<file path="src/rtl/wb_flush_ctrl_if.sv">
// wb_flush_ctrl_if
//   Bundles every signal between the ALU output mux, the writeback/redirect
//   stage and the register file / PC register into one interface.
//
//   Upstream side (driven by the mux / pipeline control):
//     stall        hold the stage
//     valid_in     instruction present this cycle
//     alu_mux_out  ALU result or branch target
//     wb_en_in     conditional-execute-qualified writeback enable
//     noop_in      taken branch, alu_mux_out is the target
//     rd_in        destination register
//   Downstream side (driven by wb_flush_ctrl):
//     rf_we / rf_waddr / rf_wdata        register-file write port
//     pc_load / pc_target                one-cycle PC redirect
//     squash                             upstream instruction is a bubble
//     fwd_valid / fwd_addr / fwd_data    forwarding of the registered result
//
//   modport slave  : the view of wb_flush_ctrl itself
//   modport master : the view of whoever drives the stage inputs
interface wb_flush_ctrl_if #(
  parameter int DATA_W = 32,
  parameter int REG_AW = 4
);

  logic              stall;
  logic              valid_in;
  logic [DATA_W-1:0] alu_mux_out;
  logic              wb_en_in;
  logic              noop_in;
  logic [REG_AW-1:0] rd_in;

  logic              rf_we;
  logic [REG_AW-1:0] rf_waddr;
  logic [DATA_W-1:0] rf_wdata;
  logic              pc_load;
  logic [DATA_W-1:0] pc_target;
  logic              squash;
  logic              fwd_valid;
  logic [REG_AW-1:0] fwd_addr;
  logic [DATA_W-1:0] fwd_data;

  modport slave (
    input  stall,
    input  valid_in,
    input  alu_mux_out,
    input  wb_en_in,
    input  noop_in,
    input  rd_in,
    output rf_we,
    output rf_waddr,
    output rf_wdata,
    output pc_load,
    output pc_target,
    output squash,
    output fwd_valid,
    output fwd_addr,
    output fwd_data
  );

  modport master (
    output stall,
    output valid_in,
    output alu_mux_out,
    output wb_en_in,
    output noop_in,
    output rd_in,
    input  rf_we,
    input  rf_waddr,
    input  rf_wdata,
    input  pc_load,
    input  pc_target,
    input  squash,
    input  fwd_valid,
    input  fwd_addr,
    input  fwd_data
  );

endinterface

</file>
<file path="src/rtl/wb_flush_ctrl.sv">
// wb_flush_ctrl
//   Writeback and branch-redirect stage. Commits ALU results to the register
//   file, turns taken branches and writes to r15 into a one-cycle PC load,
//   squashes the younger in-flight instructions for FLUSH_DEPTH non-stalled
//   cycles after a redirect, and forwards the registered result for one cycle.
//
//   Parameters:
//     DATA_W       datapath width
//     REG_AW       register address width
//     FLUSH_DEPTH  cycles squashed after a redirect (1..7)
//
//   Ports:
//     clk    rising-edge clock
//     rst_n  asynchronous active-low reset, synchronous release
//     bus    wb_flush_ctrl_if.slave, see the interface file for signals
//
//   All outputs are registered, with one cycle of latency from the accepted
//   input.
module wb_flush_ctrl #(
  parameter int DATA_W      = 32,
  parameter int REG_AW      = 4,
  parameter int FLUSH_DEPTH = 2
) (
  input  logic           clk,
  input  logic           rst_n,
  wb_flush_ctrl_if.slave bus
);

  typedef enum logic {
    RUN   = 1'b0,
    FLUSH = 1'b1
  } state_t;

  // r15 lives in the PC register, so writing it is a redirect, not an RF write
  localparam logic [REG_AW-1:0] PC_REG     = REG_AW'(15);
  localparam logic [2:0]        FLUSH_INIT = 3'(FLUSH_DEPTH);

  state_t     state;
  logic [2:0] cnt;

  logic accept;
  logic is_pc_write;
  logic do_redirect;
  logic do_write;

  // Decode of the instruction at the input; only meaningful when accepted
  always_comb begin
    accept      = 1'b0;
    is_pc_write = 1'b0;
    do_redirect = 1'b0;
    do_write    = 1'b0;

    accept      = bus.valid_in && !bus.stall && (state == RUN);
    is_pc_write = bus.wb_en_in && (bus.rd_in == PC_REG);
    do_redirect = accept && (bus.noop_in || is_pc_write);
    // a branch never writes the RF even with wb_en_in set
    do_write    = accept && bus.wb_en_in && !bus.noop_in && !is_pc_write;
  end

  // Stall freezes everything except the strobes, which drop to 0 so a
  // write or redirect is never issued twice. Address/data registers keep
  // their last value when no new result arrives.
  always_ff @(posedge clk or negedge rst_n) begin
    if (!rst_n) begin
      state         <= RUN;
      cnt           <= 3'd0;
      bus.rf_we     <= 1'b0;
      bus.rf_waddr  <= {REG_AW{1'b0}};
      bus.rf_wdata  <= {DATA_W{1'b0}};
      bus.pc_load   <= 1'b0;
      bus.pc_target <= {DATA_W{1'b0}};
      bus.squash    <= 1'b0;
      bus.fwd_valid <= 1'b0;
      bus.fwd_addr  <= {REG_AW{1'b0}};
      bus.fwd_data  <= {DATA_W{1'b0}};
    end else if (bus.stall) begin
      bus.rf_we   <= 1'b0;
      bus.pc_load <= 1'b0;
    end else begin
      bus.rf_we     <= do_write;
      bus.pc_load   <= do_redirect;
      bus.fwd_valid <= do_write;

      if (do_write) begin
        bus.rf_waddr <= bus.rd_in;
        bus.rf_wdata <= bus.alu_mux_out;
        bus.fwd_addr <= bus.rd_in;
        bus.fwd_data <= bus.alu_mux_out;
      end

      if (do_redirect) begin
        bus.pc_target <= bus.alu_mux_out;
      end

      case (state)
        RUN: begin
          if (do_redirect) begin
            state      <= FLUSH;
            cnt        <= FLUSH_INIT;
            bus.squash <= 1'b1;
          end
        end
        FLUSH: begin
          // cnt counts the squash cycles still owed including this one,
          // so leaving on cnt==1 gives exactly FLUSH_DEPTH squashed cycles
          if (cnt <= 3'd1) begin
            state      <= RUN;
            cnt        <= 3'd0;
            bus.squash <= 1'b0;
          end else begin
            cnt <= cnt - 3'd1;
          end
        end
        default: begin
          state      <= RUN;
          cnt        <= 3'd0;
          bus.squash <= 1'b0;
        end
      endcase
    end
  end

  // Structural invariants of the outputs
  a_no_dual_strobe: assert property (@(posedge clk) disable iff (!rst_n)
    !(bus.rf_we && bus.pc_load));

  a_load_starts_squash: assert property (@(posedge clk) disable iff (!rst_n)
    bus.pc_load |-> bus.squash);

  a_no_write_in_squash: assert property (@(posedge clk) disable iff (!rst_n)
    bus.squash |-> !bus.rf_we);

  a_fwd_follows_we: assert property (@(posedge clk) disable iff (!rst_n)
    bus.rf_we |-> bus.fwd_valid);

endmodule
</file>
<file path="src/flat_wrapper.sv">
// flat-port wrapper written by rule: the top's interface ports become plain ports
module wb_flush_ctrl_flat 
#(
  parameter int DATA_W      = 32,
  parameter int REG_AW      = 4,
  parameter int FLUSH_DEPTH = 2
)
  (clk, rst_n, bus_stall, bus_valid_in, bus_alu_mux_out, bus_wb_en_in, bus_noop_in, bus_rd_in, bus_rf_we, bus_rf_waddr, bus_rf_wdata, bus_pc_load, bus_pc_target, bus_squash, bus_fwd_valid, bus_fwd_addr, bus_fwd_data);
  wb_flush_ctrl_if #(.DATA_W(DATA_W), .REG_AW(REG_AW)) bus_i ();
  input  logic clk;
  input  logic rst_n;
  input wire logic [$bits(bus_i.stall)-1:0] bus_stall;
  input wire logic [$bits(bus_i.valid_in)-1:0] bus_valid_in;
  input wire logic [$bits(bus_i.alu_mux_out)-1:0] bus_alu_mux_out;
  input wire logic [$bits(bus_i.wb_en_in)-1:0] bus_wb_en_in;
  input wire logic [$bits(bus_i.noop_in)-1:0] bus_noop_in;
  input wire logic [$bits(bus_i.rd_in)-1:0] bus_rd_in;
  output wire logic [$bits(bus_i.rf_we)-1:0] bus_rf_we;
  output wire logic [$bits(bus_i.rf_waddr)-1:0] bus_rf_waddr;
  output wire logic [$bits(bus_i.rf_wdata)-1:0] bus_rf_wdata;
  output wire logic [$bits(bus_i.pc_load)-1:0] bus_pc_load;
  output wire logic [$bits(bus_i.pc_target)-1:0] bus_pc_target;
  output wire logic [$bits(bus_i.squash)-1:0] bus_squash;
  output wire logic [$bits(bus_i.fwd_valid)-1:0] bus_fwd_valid;
  output wire logic [$bits(bus_i.fwd_addr)-1:0] bus_fwd_addr;
  output wire logic [$bits(bus_i.fwd_data)-1:0] bus_fwd_data;
  assign bus_i.stall = bus_stall;
  assign bus_i.valid_in = bus_valid_in;
  assign bus_i.alu_mux_out = bus_alu_mux_out;
  assign bus_i.wb_en_in = bus_wb_en_in;
  assign bus_i.noop_in = bus_noop_in;
  assign bus_i.rd_in = bus_rd_in;
  assign bus_rf_we = bus_i.rf_we;
  assign bus_rf_waddr = bus_i.rf_waddr;
  assign bus_rf_wdata = bus_i.rf_wdata;
  assign bus_pc_load = bus_i.pc_load;
  assign bus_pc_target = bus_i.pc_target;
  assign bus_squash = bus_i.squash;
  assign bus_fwd_valid = bus_i.fwd_valid;
  assign bus_fwd_addr = bus_i.fwd_addr;
  assign bus_fwd_data = bus_i.fwd_data;
  wb_flush_ctrl #(.DATA_W(DATA_W), .REG_AW(REG_AW), .FLUSH_DEPTH(FLUSH_DEPTH)) u_core (.clk(clk), .rst_n(rst_n), .bus(bus_i));
endmodule
</file>
<file path="config.mk">
export PLATFORM = sky130hd
export DESIGN_NAME = wb_flush_ctrl_flat
export DESIGN_NICKNAME = d
export VERILOG_FILES = /design/src/rtl/wb_flush_ctrl_if.sv /design/src/rtl/wb_flush_ctrl.sv /design/src/flat_wrapper.sv
export SDC_FILE = /design/constraint.sdc
export NUM_CORES = 1
export LEC_CHECK = 0
export ABC_AREA = 0
export CAP_MARGIN = 20
export CORE_MARGIN = 1.5
export CORE_UTILIZATION = 45
export CTS_CLUSTER_DIAMETER = 40
export DETAILED_ROUTE_END_ITERATION = 8
export GPL_TIMING_DRIVEN = 0
export PLACE_DENSITY = 0.85
export SETUP_SLACK_MARGIN = 0.05
export SLEW_MARGIN = 10
export SYNTH_ARGS = -nofsm -noshare
export SYNTH_HDL_FRONTEND = slang
export SYNTH_SLANG_ARGS = --single-unit
</file>
<file path="constraint.sdc">
create_clock -name clk -period 4.3 [get_ports clk]
set_clock_uncertainty 0.1 [all_clocks]
set_input_delay 0.86 -clock clk [delete_from_list [all_inputs] [get_ports clk]]
set_output_delay 0.86 -clock clk [all_outputs]
set_load 0.05 [all_outputs]
</file>
==> results of run 1 <==
[registers in the layout, indices dropped and copies added (netlist names)]
| register | cells |
|---|---|
| u_core.bus.rf_wdata | 32 |
| u_core.bus.rf_we | 1 |
| u_core.bus.pc_target | 32 |
| u_core.bus.fwd_valid | 1 |
| u_core.bus.rf_waddr | 4 |
| u_core.bus.squash | 1 |
| u_core.bus.pc_load | 1 |
| u_core.state | 1 |
| u_core.cnt | 3 |
[kinds of logic after synthesis]
family | Yosys count | synth area share [%]
adders and majority gates | 2 | 0.748
and+or+nand+nor | 19 | 4.26
AOI/OAI and AO/OA | 10 | 2.32
buffers and inverters | 49 | 11.0
DFF | 76 | 56.8
muxes | 68 | 24.9
[layer usage]
metal | share of wire, % | wire length (um) | up-vias | global-route usage (%)
li1 | - | - | 1062 | -
met4 | 0.74 | 55 | 0 | 5.87
met3 | 9.9 | 738 | 6 | 8.03
met2 | 48 | 3570 | 112 | 31.2
met5 | 0 | 0 | - | 0
met1 | 42 | 3120 | 1117 | 24.2
[placed cells by master, fill, tap and decap left out, types with 2 or more instances in the layout]
| cell | netlist | routed |
|---|---|---|
| o31ai_1 | 2 | 2 |
| buf_6 | 4 | 4 |
| mux2_4 | 18 | 18 |
| nand2_1 | 4 | 4 |
| buf_2 | 2 | 2 |
| inv_1 | 3 | 3 |
| dfrtp_1 | 76 | 76 |
| nand2b_1 | 2 | 2 |
| ha_1 | 2 | 2 |
| bufinv_16 | 0 | 3 |
| nor2b_1 | 2 | 2 |
| nand4b_1 | 2 | 2 |
| clkbuf_8 | 0 | 11 |
| buf_4 | 40 | 41 |
| mux2_2 | 50 | 50 |
| clkdlybuf4s50_1 | 0 | 147 |
[metrics by stage]
| stage | cell area, um^2 | TNS (ns) | std cells | hold slack [ns] |
|---|---|---|---|---|
| finish | 5220 | 0 | 488 | 0.393 |
| global route | 5220 | 0 | 488 | 0.411 |
| CTS | 5220 | 0 | 488 | 0.396 |
| detailed placement | 4970 | 0 | 472 | 0.374 |
| global placement | 4950 | -28.43 | 471 | 0.365 |
| floorplan | 3350 | 0 | 224 | 0.431 |
[cell type report]
cell class	count	area share [%]
well taps	99	2.37
clock inverters	4	1.82
flip-flops and latches	76	36.4
repair buffers	149	28.7
inverters	3	0.216
clock buffers	12	2.97
plain buffers	46	6.81
multi-input cells	99	20.7
[worst max-delay path, delay by kind of cell, from the launching register on]
kind	cells	cell delay, ns
DFF	1	0.41
buffers and inverters	2	0.92
[path summary, 6_finish.rpt]
check | slack (ns) | to | cells past startpoint | start
worst max register to register | 2.43 | u_core.bus.pc_target[25] | 6 | u_core.state
worst max-delay path | 1.67 | bus_rf_wdata[5] | 2 | u_core.bus.rf_wdata[5]
worst min register to register | 0.39 | u_core.bus.fwd_valid | 2 | u_core.bus.fwd_valid
worst min-delay path | 0.39 | u_core.bus.pc_target[20] | 1 | rst_n
min in group clk | 0.39 | u_core.bus.fwd_valid | 2 | u_core.bus.fwd_valid
max in group asynchronous | 3.12 | u_core.bus.rf_wdata[7] | 2 | rst_n
==> flow_metrics.env, run 1 <==
export IMPL_die_area_um2=7960
export IMPL_crit_path_max_fanout=3
export IMPL_clock_sink_count=76
export IMPL_gr_total_overflow=0
export IMPL_drt_pass1_iter_count=4
export IMPL_clockBufferDepth=2
export IMPL_max_slew_margin_pct=64.5
export IMPL_gp_congestion=0.734
export IMPL_avgSynthCellArea_um2=14.9
export IMPL_start_kind="flip-flop"
export IMPL_drv_slew=0
export IMPL_cts_resized=0
export IMPL_setup_viol=0
export IMPL_synth_most_common_cell="dfrtp_1"
export IMPL_critPathArrivalTime_ns=1.67
export IMPL_dp_hpwl_um=5600
export IMPL_cts_tree="built"
export IMPL_path_clk_slew_ns=0.08
export IMPL_max_freq_ghz=0.381
export IMPL_grtUsageTotal_pct=19.5
export IMPL_period_share_pct=61.1
export IMPL_syn2layout_area_growth_pct=56.0
export IMPL_vias=2297
export IMPL_drt_iter0_drc=34
export IMPL_die_w_um=89.2
export IMPL_postRouteAntennaNets=0
export IMPL_fin_ws_ns=1.67
export IMPL_slowest_delay_ns=0.79
export IMPL_ys_ff_latch=76
export IMPL_register_area_um2=1900
export IMPL_grt_pass1_wl_um=11600
export IMPL_io_buffers=148
export IMPL_synth_async_sr_flop_share_pct=100
export IMPL_worst_pin_slew_ns=0.532
export IMPL_yosys_most_used_dff="dfrtp_1"
export IMPL_rsz0062_at_grt="false"
export IMPL_max_cap_violations=0
export IMPL_grt_pass1_vias=2266
export IMPL_cts_root_buf="clkbuf_8"
export IMPL_numCtsBuffers=9
export IMPL_num_rows=31
export IMPL_finish_utilization_pct=72.4
export IMPL_drc=0
export IMPL_drive_gt1_share_pct=34.4
export IMPL_fin_nets=428
export IMPL_synthCells=224
export IMPL_io_pins=150
export IMPL_start_util_pct=46.4
export IMPL_synth_top_cell_area_share_pct=56.8
export IMPL_core_um2=7210
export IMPL_fillCellCount=494
export IMPL_period_needed_ns=2.63
export IMPL_crit_slowest_cell="clkdlybuf4s50_1"
export IMPL_post_cts_buffers=0
export IMPL_vias_per_cell=4.71
export IMPL_yosys_top_cells_area="dfrtp_1, mux2_2, buf_4"
export IMPL_hp_class="primary input to async pin"
export IMPL_synth_warnings=0
export IMPL_synthDistinctLibCells=30
export IMPL_hold_viol=0
export IMPL_syn_nets=268
export IMPL_crit_chain="buf_4 > clkdlybuf4s50_1"
export IMPL_syn_area_um2=3350
export IMPL_ys_top_cells_by_count="dfrtp_1, mux2_2, buf_4"
export IMPL_synth_edf_count=0
export IMPL_post_place_ws_ns=1.60
export IMPL_seq_area_frac_synth_pct=56.8
export IMPL_htreeDepth=3
export IMPL_yosysTopAreaCell="dfrtp_1"
export IMPL_status="complete, no violations"
export IMPL_worstSetupPathType="flip-flop to output pin"
export IMPL_crit_required_ns=3.34
export IMPL_cts_hold_buf=0
export IMPL_wl_per_cell_um=15.3
export IMPL_antennaDiodeCount=0
export IMPL_grt_max_degree=41
export IMPL_clk_latency_ns=0.33
export IMPL_dieHeight_um=89.2
export IMPL_multi_input_area_um2=1080
export IMPL_wl_um=7480
export IMPL_cp_end_kind="output pin"
export IMPL_antenna_found_initial=0
Power of run 1 is not shown: default switching activity piles up to over one toggle a cycle in this logic, so the estimate is an artifact.
==> inputs of run 2 (changes only) <==
--- a/config.mk
+++ b/config.mk
@@ -8,11 +8,11 @@
 export ABC_AREA = 0
 export CAP_MARGIN = 20
 export CORE_MARGIN = 1.5
-export CORE_UTILIZATION = 45
+export CORE_UTILIZATION = 42
 export CTS_CLUSTER_DIAMETER = 40
 export DETAILED_ROUTE_END_ITERATION = 8
 export GPL_TIMING_DRIVEN = 0
-export PLACE_DENSITY = 0.85
+export PLACE_DENSITY = 0.8
 export SETUP_SLACK_MARGIN = 0.05
 export SLEW_MARGIN = 10
 export SYNTH_ARGS = -nofsm -noshare
==> constraint.sdc (replaced) <==
create_clock -name clk -period 2.72 [get_ports clk]
set_clock_uncertainty 0.1 [all_clocks]
set_input_delay 0.544 -clock clk [delete_from_list [all_inputs] [get_ports clk]]
set_output_delay 0.544 -clock clk [all_outputs]
set_load 0.05 [all_outputs]
==> flow_metrics.env, run 2 (synthesis gave the netlist of run 1 again) <==
export IMPL_gp_congestion=0.711
export IMPL_dp_hpwl_um=5520
export IMPL_io_pins=150
export IMPL_post_dp_cell_area_um2=4980
export IMPL_cts_tree="built"
export IMPL_layout_common_cells="clkdlybuf4s50_1, dfrtp_1, mux2_2, buf_4, mux2_4"
export IMPL_tns_ns=0
export IMPL_crit_chain="buf_4 > clkdlybuf4s50_1"
export IMPL_vias_per_cell=4.70
export IMPL_drv_slew=0
export IMPL_grtUsageTotal_pct=17.6
export IMPL_max_cap_violations=0
export IMPL_max_slew_margin_pct=63.9
export IMPL_cp_end_kind="output pin"
export IMPL_grt_pass1_wl_um=11500
export IMPL_grt_max_degree=50
export IMPL_dieHeight_um=92.3
export IMPL_rsz0062_at_grt="false"
export IMPL_path_clk_slew_ns=0.08
export IMPL_crit_path_max_fanout=3
export IMPL_numCtsBuffers=9
export IMPL_antenna_found_initial=0
export IMPL_start_util_pct=43.3
export IMPL_crit_slowest_cell="clkdlybuf4s50_1"
export IMPL_top_regs="u_core.bus.pc_target (32), u_core.bus.rf_wdata (32), u_core.bus.rf_waddr (4)"
export IMPL_drt_pass1_iter_count=4
export IMPL_period_needed_ns=2.29
export IMPL_clock_sink_count=76
export IMPL_critPathArrivalTime_ns=1.65
export IMPL_max_freq_ghz=0.437
export IMPL_num_rows=32
export IMPL_final_common_cell="clkdlybuf4s50_1"
export IMPL_grt_pass1_vias=2348
export IMPL_io_buffers=148
export IMPL_finish_utilization_pct=67.2
export IMPL_clockBufferDepth=2
export IMPL_core_um2=7730
export IMPL_post_cts_buffers=0
export IMPL_slowest_delay_ns=0.80
export IMPL_setup_viol=0
export IMPL_die_area_um2=8510
export IMPL_antennaDiodeCount=0
export IMPL_wl_um=7280
export IMPL_start_kind="flip-flop"
export IMPL_status="complete, no violations"
export IMPL_fin_nets=428
export IMPL_fillCellCount=553
export IMPL_rrSetupSlack_ns=0.85
export IMPL_htreeDepth=3
export IMPL_wl_per_cell_um=14.8
export IMPL_crit_required_ns=2.08
export IMPL_cts_hold_buf=0
export IMPL_clk_latency_ns=0.34
export IMPL_drt_iter0_drc=29
export IMPL_vias=2310
export IMPL_final_area_um2=5190
export IMPL_worst_pin_slew_ns=0.540
export IMPL_cts_root_buf="clkbuf_8"
export IMPL_syn2layout_area_growth_pct=55.1
export IMPL_postRouteAntennaNets=0
export IMPL_die_w_um=92.3
export IMPL_crit_buf_inv=2
export IMPL_drive_gt1_share_pct=33.9
export IMPL_drc=0
export IMPL_period_share_pct=84.2
export IMPL_hold_viol=0
export IMPL_hp_class="primary input to async pin"
export IMPL_cts_resized=0
export IMPL_gr_total_overflow=0
export IMPL_worstSetupPathType="flip-flop to output pin"
export IMPL_crit_family="buffers and inverters"
[run 2: cell type report]
class | instances | area (um^2) | share of cell area, %
Buffer | 46 | 355 | 6.85
Clock buffer | 12 | 135 | 2.60
Clock inverter | 4 | 73.8 | 1.42
Inverter | 3 | 11.3 | 0.217
Multi-Input combinational cell | 99 | 1080 | 20.8
Sequential cell | 76 | 1900 | 36.6
Tap cell | 102 | 128 | 2.46
Timing Repair Buffer | 149 | 1510 | 29.0
[run 2: layer usage]
layer | wire (um) | part of all wire (%) | track usage [%] | up-vias
met2 | 3620 | 50 | 29.0 | 100
met1 | 3020 | 42 | 21.4 | 1134
met5 | 0 | 0 | 0 | -
met4 | 75 | 1.0 | 5.90 | 0
li1 | - | - | - | 1067
met3 | 562 | 7.7 | 6.22 | 9
[run 2: per-stage QoR]
stage	setup WS (ns)	hold slack, ns	instances
detailed placement	0.323	0.379	475
global route	0.376	0.0402	491
finish	0.430	0.0277	491
floorplan	0.826	0.148	224
global placement	-1.65	0.369	474
CTS	0.400	0.0269	491
[run 2: worst paths after layout]
check                                         from                        to  cells after the start
setup / recovery           u_core.bus.rf_wdata[14]          bus_rf_wdata[14]                      2
hold / removal                               rst_n   u_core.bus.rf_wdata[24]                      1
setup reg to reg                      u_core.state  u_core.bus.pc_target[22]                      6
hold reg to reg               u_core.bus.fwd_valid      u_core.bus.fwd_valid                      2
max in group asynchronous                    rst_n        u_core.bus.pc_load                      2
min in group clk              u_core.bus.fwd_valid      u_core.bus.fwd_valid                      2
Power of run 2 is left out for the same reason.
==> inputs of run 3 (changes only) <==
--- a/config.mk
+++ b/config.mk
@@ -8,11 +8,11 @@
 export ABC_AREA = 0
 export CAP_MARGIN = 20
 export CORE_MARGIN = 1.5
-export CORE_UTILIZATION = 42
+export CORE_UTILIZATION = 38
 export CTS_CLUSTER_DIAMETER = 40
 export DETAILED_ROUTE_END_ITERATION = 8
 export GPL_TIMING_DRIVEN = 0
-export PLACE_DENSITY = 0.8
+export PLACE_DENSITY = 0.76
 export SETUP_SLACK_MARGIN = 0.05
 export SLEW_MARGIN = 10
 export SYNTH_ARGS = -nofsm -noshare
==> constraint.sdc (replaced) <==
create_clock -name clk -period 1.9 [get_ports clk]
set_clock_uncertainty 0.1 [all_clocks]
set_input_delay 0.38 -clock clk [delete_from_list [all_inputs] [get_ports clk]]
set_output_delay 0.38 -clock clk [all_outputs]
set_load 0.05 [all_outputs]
==> flow_metrics.env, run 3 (synthesis gave the netlist of run 1 again) <==
export IMPL_hold_viol=0
export IMPL_clk_latency_ns=0.33
export IMPL_clockBufferDepth=2
export IMPL_gr_total_overflow=0
export IMPL_antenna_found_initial=0
export IMPL_numCtsBuffers=9
export IMPL_critPathArrivalTime_ns=1.32
export IMPL_crit_start="u_core.bus.rf_wdata[10]"
export IMPL_register_area_um2=1900
export IMPL_grt_pass1_wl_um=12200
export IMPL_die_area_um2=9380
export IMPL_core_um2=8640
export IMPL_period_needed_ns=1.80
export IMPL_hold_slack_ns=0.253
export IMPL_dieHeight_um=96.9
export IMPL_num_rows=34
export IMPL_wl_per_cell_um=14.9
export IMPL_hp_class="primary input to flip-flop"
export IMPL_top_regs="u_core.bus.pc_target (32), u_core.bus.rf_wdata (32), u_core.bus.rf_waddr (4)"
export IMPL_start_kind="flip-flop"
export IMPL_dp_hpwl_um=5580
export IMPL_fin_nets=431
export IMPL_dpl_cell_count=481
export IMPL_max_slew_margin_pct=64.6
export IMPL_io_pins=150
export IMPL_fillCellCount=751
export IMPL_worstSetupPathType="flip-flop to output pin"
export IMPL_antennaDiodeCount=0
export IMPL_layout_common_cells="dlygate4sd2_1, dfrtp_1, mux2_2, buf_4, clkdlybuf4s50_1"
export IMPL_grt_max_degree=42
export IMPL_drive_gt1_share_pct=38.6
export IMPL_htreeDepth=3
export IMPL_crit_required_ns=1.42
export IMPL_die_w_um=96.9
export IMPL_max_freq_ghz=0.556
export IMPL_grt_pass1_vias=2379
export IMPL_drt_pass1_iter_count=3
export IMPL_drc=0
export IMPL_post_place_ws_ns=-0.370
export IMPL_syn2layout_area_growth_pct=50.7
export IMPL_fin_ws_ns=0.102
export IMPL_cts_root_buf="clkbuf_8"
export IMPL_gp_congestion=0.726
export IMPL_rsz0062_at_grt="false"
export IMPL_status="complete, no violations"
export IMPL_hold_start="bus_stall"
export IMPL_drv_slew=0
export IMPL_multi_input_area_um2=1080
export IMPL_vias=2283
export IMPL_clock_sink_count=76
export IMPL_fin_cells=499
export IMPL_period_share_pct=94.6
export IMPL_drt_iter0_drc=18
export IMPL_io_buffers=148
export IMPL_wl_um=7420
export IMPL_start_util_pct=38.8
export IMPL_cp_end_kind="output pin"
export IMPL_crit_path_max_fanout=3
export IMPL_cts_tree="built"
export IMPL_postRouteAntennaNets=0
export IMPL_r2r_start="u_core.state"
export IMPL_vias_per_cell=4.58
export IMPL_worst_pin_slew_ns=0.533
export IMPL_setup_viol=0
export IMPL_max_cap_violations=0
export IMPL_path_clk_slew_ns=0.07
export IMPL_grtUsageTotal_pct=16.3
## run 3: cell count changes in the layout (fill, tap and decap cells not counted), moves of 2 or more
cell,change
clkbuf_2,+14
clkdlybuf4s15_1,+18
clkdlybuf4s50_1,-108
clkbuf_1,-3
dlygate4sd2_1,+76
clkinv_2,+2
buf_6,+2
## run 3: worst paths after layout
check / endpoint / slack [ns] / depth (start not counted)
worst max-delay path: bus_rf_wdata[10] / 0.10 / 2
worst min-delay path: u_core.bus.fwd_valid / 0.25 / 3
worst max register to register: u_core.bus.rf_wdata[7] / 0.15 / 6
worst min register to register: u_core.bus.fwd_valid / 0.40 / 2
max in group asynchronous: u_core.bus.fwd_valid / 0.69 / 3
min in group asynchronous: u_core.bus.rf_wdata[15] / 0.44 / 2
## run 3: metal layers
layer / GRT usage (%) / share of wire [%]
met5: 0 / 0
met4: 5.69 / 0.75
met3: 5.56 / 8.1
met2: 26.4 / 47
met1: 20.3 / 44
## run 3: critical path: stages, from the launching register on
cell and delay, ns:
dfrtp_1 0.37, buf_4 0.11, dlygate4sd2_1 0.51
## run 3: what timing repair did
action / CTS / global route
setup endpoints to repair: 122 / 42
endpoints found under the hold margin: 35 / 0
setup buffers: 2 / 0
gates resized for setup: 120 / 38
hold buffers: 1 / 0
## run 3: area by class of cell
cell class,instances,share of cell area (%)
Sequential cell,76,37.7
Multi-Input combinational cell,99,21.5
Buffer,46,7.24
Clock inverter,5,1.04
Timing Repair Buffer,152,26.9
Inverter,3,0.223
Tap cell,108,2.68
Clock buffer,10,2.73
## run 3: per-stage QoR
stage / TNS [ns] / utilization (%) / area (um^2)
3_5_place_dp: -15.12 / 57.7 / 4980
6_report: 0 / 58.4 / 5040
2_1_floorplan: 0 / - / 3350
3_3_place_gp: -187.95 / 57.5 / 4960
4_1_cts: 0 / 58.8 / 5080
5_1_grt: 0 / 58.4 / 5040
Power of run 3 is left out for the same reason.
